### src/rtl/pc_trace_uart_if.sv
// Capture-side and status signals of pc_trace_uart, bundled for the FPGA top.
// slave = the trace reader, master = whoever feeds the core's debug outputs.
interface pc_trace_uart_if #(
    parameter int DEPTH = 16
) ();
    logic [31:0]             i_pc_debug;
    logic                    i_insn_vld;
    logic                    i_enable;
    logic                    o_uart_tx;
    logic                    o_busy;
    logic                    o_overflow;
    logic [$clog2(DEPTH):0]  o_fifo_level;
    logic [15:0]             o_drop_cnt;

    modport slave (
        input  i_pc_debug, i_insn_vld, i_enable,
        output o_uart_tx, o_busy, o_overflow, o_fifo_level, o_drop_cnt
    );

    modport master (
        output i_pc_debug, i_insn_vld, i_enable,
        input  o_uart_tx, o_busy, o_overflow, o_fifo_level, o_drop_cnt
    );
endinterface

### src/rtl/pc_trace_uart.sv
// Commit-trace reader: FIFO of committed PCs, each sent as a 5-byte 8N1 UART frame (0xA5 + PC MSB first).
// Optional PC_TRACE_DROP_CNT_EN adds a saturating dropped-capture counter on o_drop_cnt.
module pc_trace_uart #(
    parameter int DEPTH        = 16,
    parameter int CLKS_PER_BIT = 434
) (
    input  logic            i_clk,
    input  logic            i_reset,
    pc_trace_uart_if.slave  bus
);
    localparam int AW = $clog2(DEPTH);
    localparam int LW = AW + 1;
    localparam int CW = $clog2(CLKS_PER_BIT);

    typedef enum logic [1:0] {S_IDLE, S_START, S_DATA, S_STOP} state_t;

    state_t         state_q, state_d;
    logic [31:0]    mem_q [DEPTH];
    logic [AW-1:0]  wr_ptr_q, wr_ptr_d, rd_ptr_q, rd_ptr_d;
    logic [LW-1:0]  level_q, level_d;
    logic           ovf_q, ovf_d;
    logic [31:0]    frame_q, frame_d;
    logic [2:0]     byte_q, byte_d, bit_q, bit_d;
    logic [CW-1:0]  baud_q, baud_d;
    logic           tx_q, tx_d;
    logic           push_req, full, pop, push, drop, baud_end;
    logic [7:0]     cur_byte;

    function automatic logic [7:0] frame_byte(input logic [31:0] f, input logic [2:0] idx);
        case (idx)
            3'd1:    return f[31:24];
            3'd2:    return f[23:16];
            3'd3:    return f[15:8];
            3'd4:    return f[7:0];
            default: return 8'hA5;
        endcase
    endfunction

    always_comb begin
        push_req = bus.i_insn_vld & bus.i_enable;
        full     = (level_q == LW'(DEPTH));
        pop      = (state_q == S_IDLE) && (level_q != '0);
        // A full FIFO still accepts when the IDLE pop frees a slot on the same edge.
        push     = push_req && (!full || pop);
        drop     = push_req && full && !pop;

        wr_ptr_d = push ? wr_ptr_q + AW'(1) : wr_ptr_q;
        rd_ptr_d = pop ? rd_ptr_q + AW'(1) : rd_ptr_q;
        level_d  = level_q;
        if (push && !pop) level_d = level_q + LW'(1);
        else if (pop && !push) level_d = level_q - LW'(1);
        ovf_d    = ovf_q | drop;
    end

    always_comb begin
        state_d  = state_q;
        frame_d  = frame_q;
        byte_d   = byte_q;
        bit_d    = bit_q;
        baud_d   = baud_q;
        baud_end = (baud_q == CW'(CLKS_PER_BIT - 1));
        case (state_q)
            S_IDLE: begin
                if (pop) begin
                    frame_d = mem_q[rd_ptr_q];
                    byte_d  = 3'd0;
                    baud_d  = '0;
                    state_d = S_START;
                end
            end
            S_START: begin
                if (baud_end) begin
                    baud_d  = '0;
                    bit_d   = 3'd0;
                    state_d = S_DATA;
                end else begin
                    baud_d = baud_q + CW'(1);
                end
            end
            S_DATA: begin
                if (baud_end) begin
                    baud_d = '0;
                    if (bit_q == 3'd7) state_d = S_STOP;
                    else bit_d = bit_q + 3'd1;
                end else begin
                    baud_d = baud_q + CW'(1);
                end
            end
            default: begin
                if (baud_end) begin
                    baud_d = '0;
                    if (byte_q < 3'd4) begin
                        byte_d  = byte_q + 3'd1;
                        state_d = S_START;
                    end else begin
                        state_d = S_IDLE;
                    end
                end else begin
                    baud_d = baud_q + CW'(1);
                end
            end
        endcase

        // Line level is registered from the next state so it changes on the same edge as the FSM.
        cur_byte = frame_byte(frame_d, byte_d);
        tx_d     = 1'b1;
        if (state_d == S_START) tx_d = 1'b0;
        else if (state_d == S_DATA) tx_d = cur_byte[bit_d];
    end

    always_ff @(posedge i_clk or posedge i_reset) begin
        if (i_reset) begin
            state_q  <= S_IDLE;
            wr_ptr_q <= '0;
            rd_ptr_q <= '0;
            level_q  <= '0;
            ovf_q    <= 1'b0;
            frame_q  <= '0;
            byte_q   <= '0;
            bit_q    <= '0;
            baud_q   <= '0;
            tx_q     <= 1'b1;
        end else begin
            state_q  <= state_d;
            wr_ptr_q <= wr_ptr_d;
            rd_ptr_q <= rd_ptr_d;
            level_q  <= level_d;
            ovf_q    <= ovf_d;
            frame_q  <= frame_d;
            byte_q   <= byte_d;
            bit_q    <= bit_d;
            baud_q   <= baud_d;
            tx_q     <= tx_d;
        end
    end

    always_ff @(posedge i_clk) begin
        if (push) mem_q[wr_ptr_q] <= bus.i_pc_debug;
    end

`ifdef PC_TRACE_DROP_CNT_EN
    logic [15:0] drop_cnt_q, drop_cnt_d;

    always_comb begin
        drop_cnt_d = drop_cnt_q;
        if (drop && (drop_cnt_q != 16'hFFFF)) drop_cnt_d = drop_cnt_q + 16'd1;
    end

    always_ff @(posedge i_clk or posedge i_reset) begin
        if (i_reset) drop_cnt_q <= '0;
        else drop_cnt_q <= drop_cnt_d;
    end

    assign bus.o_drop_cnt = drop_cnt_q;
`else
    assign bus.o_drop_cnt = '0;
`endif

    assign bus.o_uart_tx    = tx_q;
    assign bus.o_busy       = (level_q != '0) || (state_q != S_IDLE);
    assign bus.o_overflow   = ovf_q;
    assign bus.o_fifo_level = level_q;
endmodule

### src/flat_wrapper.sv
// flat-port wrapper written by rule: the top's interface ports become plain ports
module pc_trace_uart_flat 
#(
    parameter int DEPTH        = 16,
    parameter int CLKS_PER_BIT = 434
)
  (i_clk, i_reset, bus_i_pc_debug, bus_i_insn_vld, bus_i_enable, bus_o_uart_tx, bus_o_busy, bus_o_overflow, bus_o_fifo_level, bus_o_drop_cnt);
  pc_trace_uart_if #(.DEPTH(DEPTH)) bus_i ();
  input  logic i_clk;
  input  logic i_reset;
  input wire logic [$bits(bus_i.i_pc_debug)-1:0] bus_i_pc_debug;
  input wire logic [$bits(bus_i.i_insn_vld)-1:0] bus_i_insn_vld;
  input wire logic [$bits(bus_i.i_enable)-1:0] bus_i_enable;
  output wire logic [$bits(bus_i.o_uart_tx)-1:0] bus_o_uart_tx;
  output wire logic [$bits(bus_i.o_busy)-1:0] bus_o_busy;
  output wire logic [$bits(bus_i.o_overflow)-1:0] bus_o_overflow;
  output wire logic [$bits(bus_i.o_fifo_level)-1:0] bus_o_fifo_level;
  output wire logic [$bits(bus_i.o_drop_cnt)-1:0] bus_o_drop_cnt;
  assign bus_i.i_pc_debug = bus_i_pc_debug;
  assign bus_i.i_insn_vld = bus_i_insn_vld;
  assign bus_i.i_enable = bus_i_enable;
  assign bus_o_uart_tx = bus_i.o_uart_tx;
  assign bus_o_busy = bus_i.o_busy;
  assign bus_o_overflow = bus_i.o_overflow;
  assign bus_o_fifo_level = bus_i.o_fifo_level;
  assign bus_o_drop_cnt = bus_i.o_drop_cnt;
  pc_trace_uart #(.DEPTH(DEPTH), .CLKS_PER_BIT(CLKS_PER_BIT)) u_core (.i_clk(i_clk), .i_reset(i_reset), .bus(bus_i));
endmodule
### config.mk
export PLATFORM = sky130hd
export DESIGN_NAME = pc_trace_uart_flat
export DESIGN_NICKNAME = d
export VERILOG_FILES = /design/src/rtl/pc_trace_uart_if.sv /design/src/rtl/pc_trace_uart.sv /design/src/flat_wrapper.sv
export SDC_FILE = /design/constraint.sdc
export NUM_CORES = 1
export LEC_CHECK = 0
export ABC_AREA = 1
export CAP_MARGIN = 10
export CORE_UTILIZATION = 53
export DETAILED_ROUTE_END_ITERATION = 10
export PLACE_DENSITY = 0.77
export SLEW_MARGIN = 15
export SYNTH_ARGS = -nofsm -noshare
export SYNTH_HDL_FRONTEND = slang
export SYNTH_SLANG_ARGS = --single-unit
export TNS_END_PERCENT = 20
### constraint.sdc
create_clock -name i_clk -period 4 [get_ports i_clk]
set_input_delay 0.6 -clock i_clk [delete_from_list [all_inputs] [get_ports i_clk]]
set_output_delay 0.6 -clock i_clk [all_outputs]
set_load 0.05 [all_outputs]
==> run summary <==
Status: finished, final reports clean
Antenna Cells: 0
Pins Over Slew Limit: 0
Vias in the first global route: 15700
Height of the die: 216 um
Multi-input logic area: 6320 um2
Hold-fix buffers, CTS: 0
Ys flop type: edfxtp_1
Pin count of the biggest net entering global routing: 153
Std cell rows: 77
Share of cells above drive strength 1: 8.92%
Mapped Area: 24200 um2
Initial Utilization: 54.2%
Post-synthesis sequential area ratio: 70.2%
Peak VDD IR: 0.000604 V
Total wire length: 57400 um
CP arrival: 2.69 ns
Fmax: 304 MHz
Syn. warnings: 0
Final Cycle Share: 82.2%
Pre-CTS setup slack: 1.13 ns
Maxcap violations: 0
CTS tree: done
CP Capture Type: primary output
Global-route wire length before repair: 88800 um
Utilization after layout: 61.0%
Vias: 16300
Distinct cells, synth: 42
Pwr Density: 702 nW/um2
Boundary Pins: 60
Routed len/inst: 20.2 um
Cells after Synth: 2162
Vias per std cell: 5.74
Finished Layout Cells: 2833
Critical Path Start: u_core.state_q[0]$_DFF_PP0_
Ys async rst share: 11.1%
Worst reg2reg path endpoint: u_core.bus.o_uart_tx$_DFF_PP1_
Core Area: 44600 um2
Switch Pwr: 7.09 mW
FF-to-FF path depth: 17
WP data required: 3.40 ns
Port Buffer Count: 43
Final Hold Slack: 0.449 ns
Routed Antenna Nets: 0
GRT Total Usage: 24.8%
Unrepaired setup endpoints after global routing: false
Cell count after placement: 2732
Sequential share of power: 38.2%
Crit path max fanout: 11
Yosys reg bits: 576
Die area: 46500 um2
Pint: 12.0 mW
Clock slew seen by the registers of the worst setup and hold paths: 0.06 ns
Critical path cell sequence: inv_1 -> ha_1 -> nand4_1 -> clkdlybuf4s50_1
Final setup fails: 0
Synthesis-to-layout area growth: 12.6%
EDFF count, synth: 512
Fin. Hold Viols: 0
Die width: 216 um
Reg-to-reg startpoint: u_core.rd_ptr_q[1]$_DFFE_PP0P_
Worst slew pin tran: 0.959 ns
Final nets: 2251
TNS Setup: 0 ns
Clock Path Buffers: 3
Drt initial violations: 2117
Initial antenna violation count: 0
Clock Latency Late Sink: 0.61 ns
Filler Cells Inserted: 3350
Crit Path Class: reg -> out
DRC violations left: 0
Hold Crit Class: in -> async
Post-CTS Setup Repair Bufs: 0
Total CTS buffers: 55
Crit path largest cell delay: 0.85 ns
Worst slew margin relative to its limit: 36.0%
Clk sink count: 576
Clock power frac: 27.0%
Gr ovfl total: 0
RePlAce Congestion: 0.884
Final setup margin: 0.710 ns
Critical Path End: bus_o_busy
Pre-Repair DR Iteration Count: 6
Synthesized area per cell: 11.2 um2
Crit path launch type: flip-flop
H-tree levels: 2
Root buffer cell: clkbuf_16
Switching portion of total power: 37.1%
Leak Pwr: 10.4 nW
PostCTS Resize Cnt: 0
Combinational Power Share: 34.8%
Crit path time final: 3.29 ns
Dpl hpwl: 32400 um
Sequential Area: 17000 um2
Worst Skew: 0.0224 ns
Max stage delay cell, worst path: clkdlybuf4s50_1
Internal reg-to-reg setup slack: 1.08 ns
## worst min path at each step
| stage | from | endpoint | slack, ns | cells after the start |
|---|---|---|---|---|
| floorplan | u_core.frame_q[1]$_DFF_PP0_ | u_core.frame_q[1]$_DFF_PP0_ | 0.44 | 2 |
| CTS | i_reset | u_core.bus.o_overflow$_DFF_PP0_ | 0.47 | 2 |
| global placement | u_core.bus.o_overflow$_DFF_PP0_ | u_core.bus.o_overflow$_DFF_PP0_ | 0.45 | 1 |
| finish | i_reset | u_core.bus.o_overflow$_DFF_PP0_ | 0.45 | 2 |
| global route | i_reset | u_core.bus.o_overflow$_DFF_PP0_ | 0.49 | 2 |
| detailed placement | u_core.bus.o_overflow$_DFF_PP0_ | u_core.bus.o_overflow$_DFF_PP0_ | 0.46 | 1 |
## state kept, by name, indices dropped and copies added, names as in the netlist
name and flops:
u_core.bus.o_uart_tx 1, u_core.baud_q 9, u_core.bus.o_fifo_level 5, u_core.byte_q 3, u_core.wr_ptr_q 4, u_core.frame_q 32
u_core.bit_q 3, u_core.bus.o_overflow 1, u_core.rd_ptr_q 4, u_core.mem_q 512, u_core.state_q 2
## final cells by class
cell class                      instances  share of cell area [%]
Clock buffer                           72                    5.59
Sequential cell                       576                    62.4
Tap cell                              592                    2.72
Multi-Input combinational cell       1372                    23.2
Inverter                              100                    1.41
Timing Repair Buffer                   92                    3.67
Clock inverter                         29                   0.965
## layer usage
metal  GRT usage [%]  up-vias  part of all wire (%)
li1                -     7433                     -
met1            34.0     7850                    40
met2            40.0      881                    48
met3            4.45      105                   9.1
met4            8.96        0                   2.8
met5               0        -                     0
## per-stage QoR
step	area (um2)	power [mW]
after detailed placement	25400	13.9
final	27200	19.1
after floorplan	24200	11.9
after global placement	25400	13.7
after global routing	27200	20.0
after CTS	27200	19.1
## cells in the final DEF, fill, tap and decap left out, types with 3 or more instances in the layout
| cell type | count |
|---|---|
| o22ai_1 | 3 |
| bufinv_16 | 5 |
| clkinv_1 | 10 |
| o21ai_1 | 8 |
| o211ai_1 | 9 |
| inv_1 | 88 |
| or2_2 | 21 |
| nor2_4 | 19 |
| edfxtp_1 | 512 |
| or2_0 | 3 |
| clkbuf_16 | 57 |
| nor2_1 | 46 |
| nand3_1 | 406 |
| clkbuf_1 | 11 |
| a21oi_1 | 14 |
| dfrtp_1 | 60 |
| conb_1 | 16 |
| clkdlybuf4s50_1 | 43 |
| clkinv_2 | 12 |
| nand2_1 | 737 |
| nand2_2 | 6 |
| and2_1 | 3 |
| buf_4 | 33 |
| buf_12 | 16 |
| o21ai_0 | 26 |
| clkbuf_8 | 4 |
| nand3_4 | 3 |
| inv_2 | 10 |
| ha_1 | 17 |
| xor2_1 | 9 |
| nand4_1 | 5 |
## kinds of logic (layout without fill, tap and decap cells)
kind of cell    count (synthesis)  after routing  synth area share (%)
xor+xnor                       11             11                 0.399
flops                         576            576                  70.2
simple gates                 1256           1256                  22.3
fa+ha+maj                      18             18                 0.963
buf+inv                       229            293                  4.33
compound gates                 71             71                  1.71
other cells                     1             16                0.0155
## synth_stat cells (17+ instances only)
| master | number | area [um2] |
|---|---|---|
| buf_2 | 68 | 340 |
| edfxtp_1 | 512 | 15400 |
| or2_2 | 21 | 131 |
| buf_4 | 25 | 188 |
| o21ai_0 | 26 | 130 |
| dfrtp_1 | 63 | 1580 |
| inv_1 | 91 | 342 |
| clkbuf_1 | 21 | 78.8 |
| nand3_1 | 406 | 2030 |
| ha_1 | 17 | 213 |
| nor2_1 | 62 | 233 |
| nand2_1 | 737 | 2770 |
## power groups by stage
| stage | sequential [mW] | clock (mW) | combinational, mW |
|---|---|---|---|
| after global placement | 7.40 | 0 | 6.34 |
| after global routing | 7.34 | 5.42 | 7.27 |
| after CTS | 7.30 | 5.19 | 6.60 |
| after detailed placement | 7.42 | 0 | 6.52 |
| after floorplan | 7.49 | 0 | 4.37 |
| final | 7.30 | 5.16 | 6.64 |
## critical path: cells and delay by family, from the launching register on
| kind | cells | cell delay, ns |
|---|---|---|
| buf+inv | 2 | 1.00 |
| flops | 1 | 0.43 |
| simple gates | 1 | 0.40 |
| fa+ha+maj | 1 | 0.26 |
No activity file was read; power rests on OpenSTA's default activity.
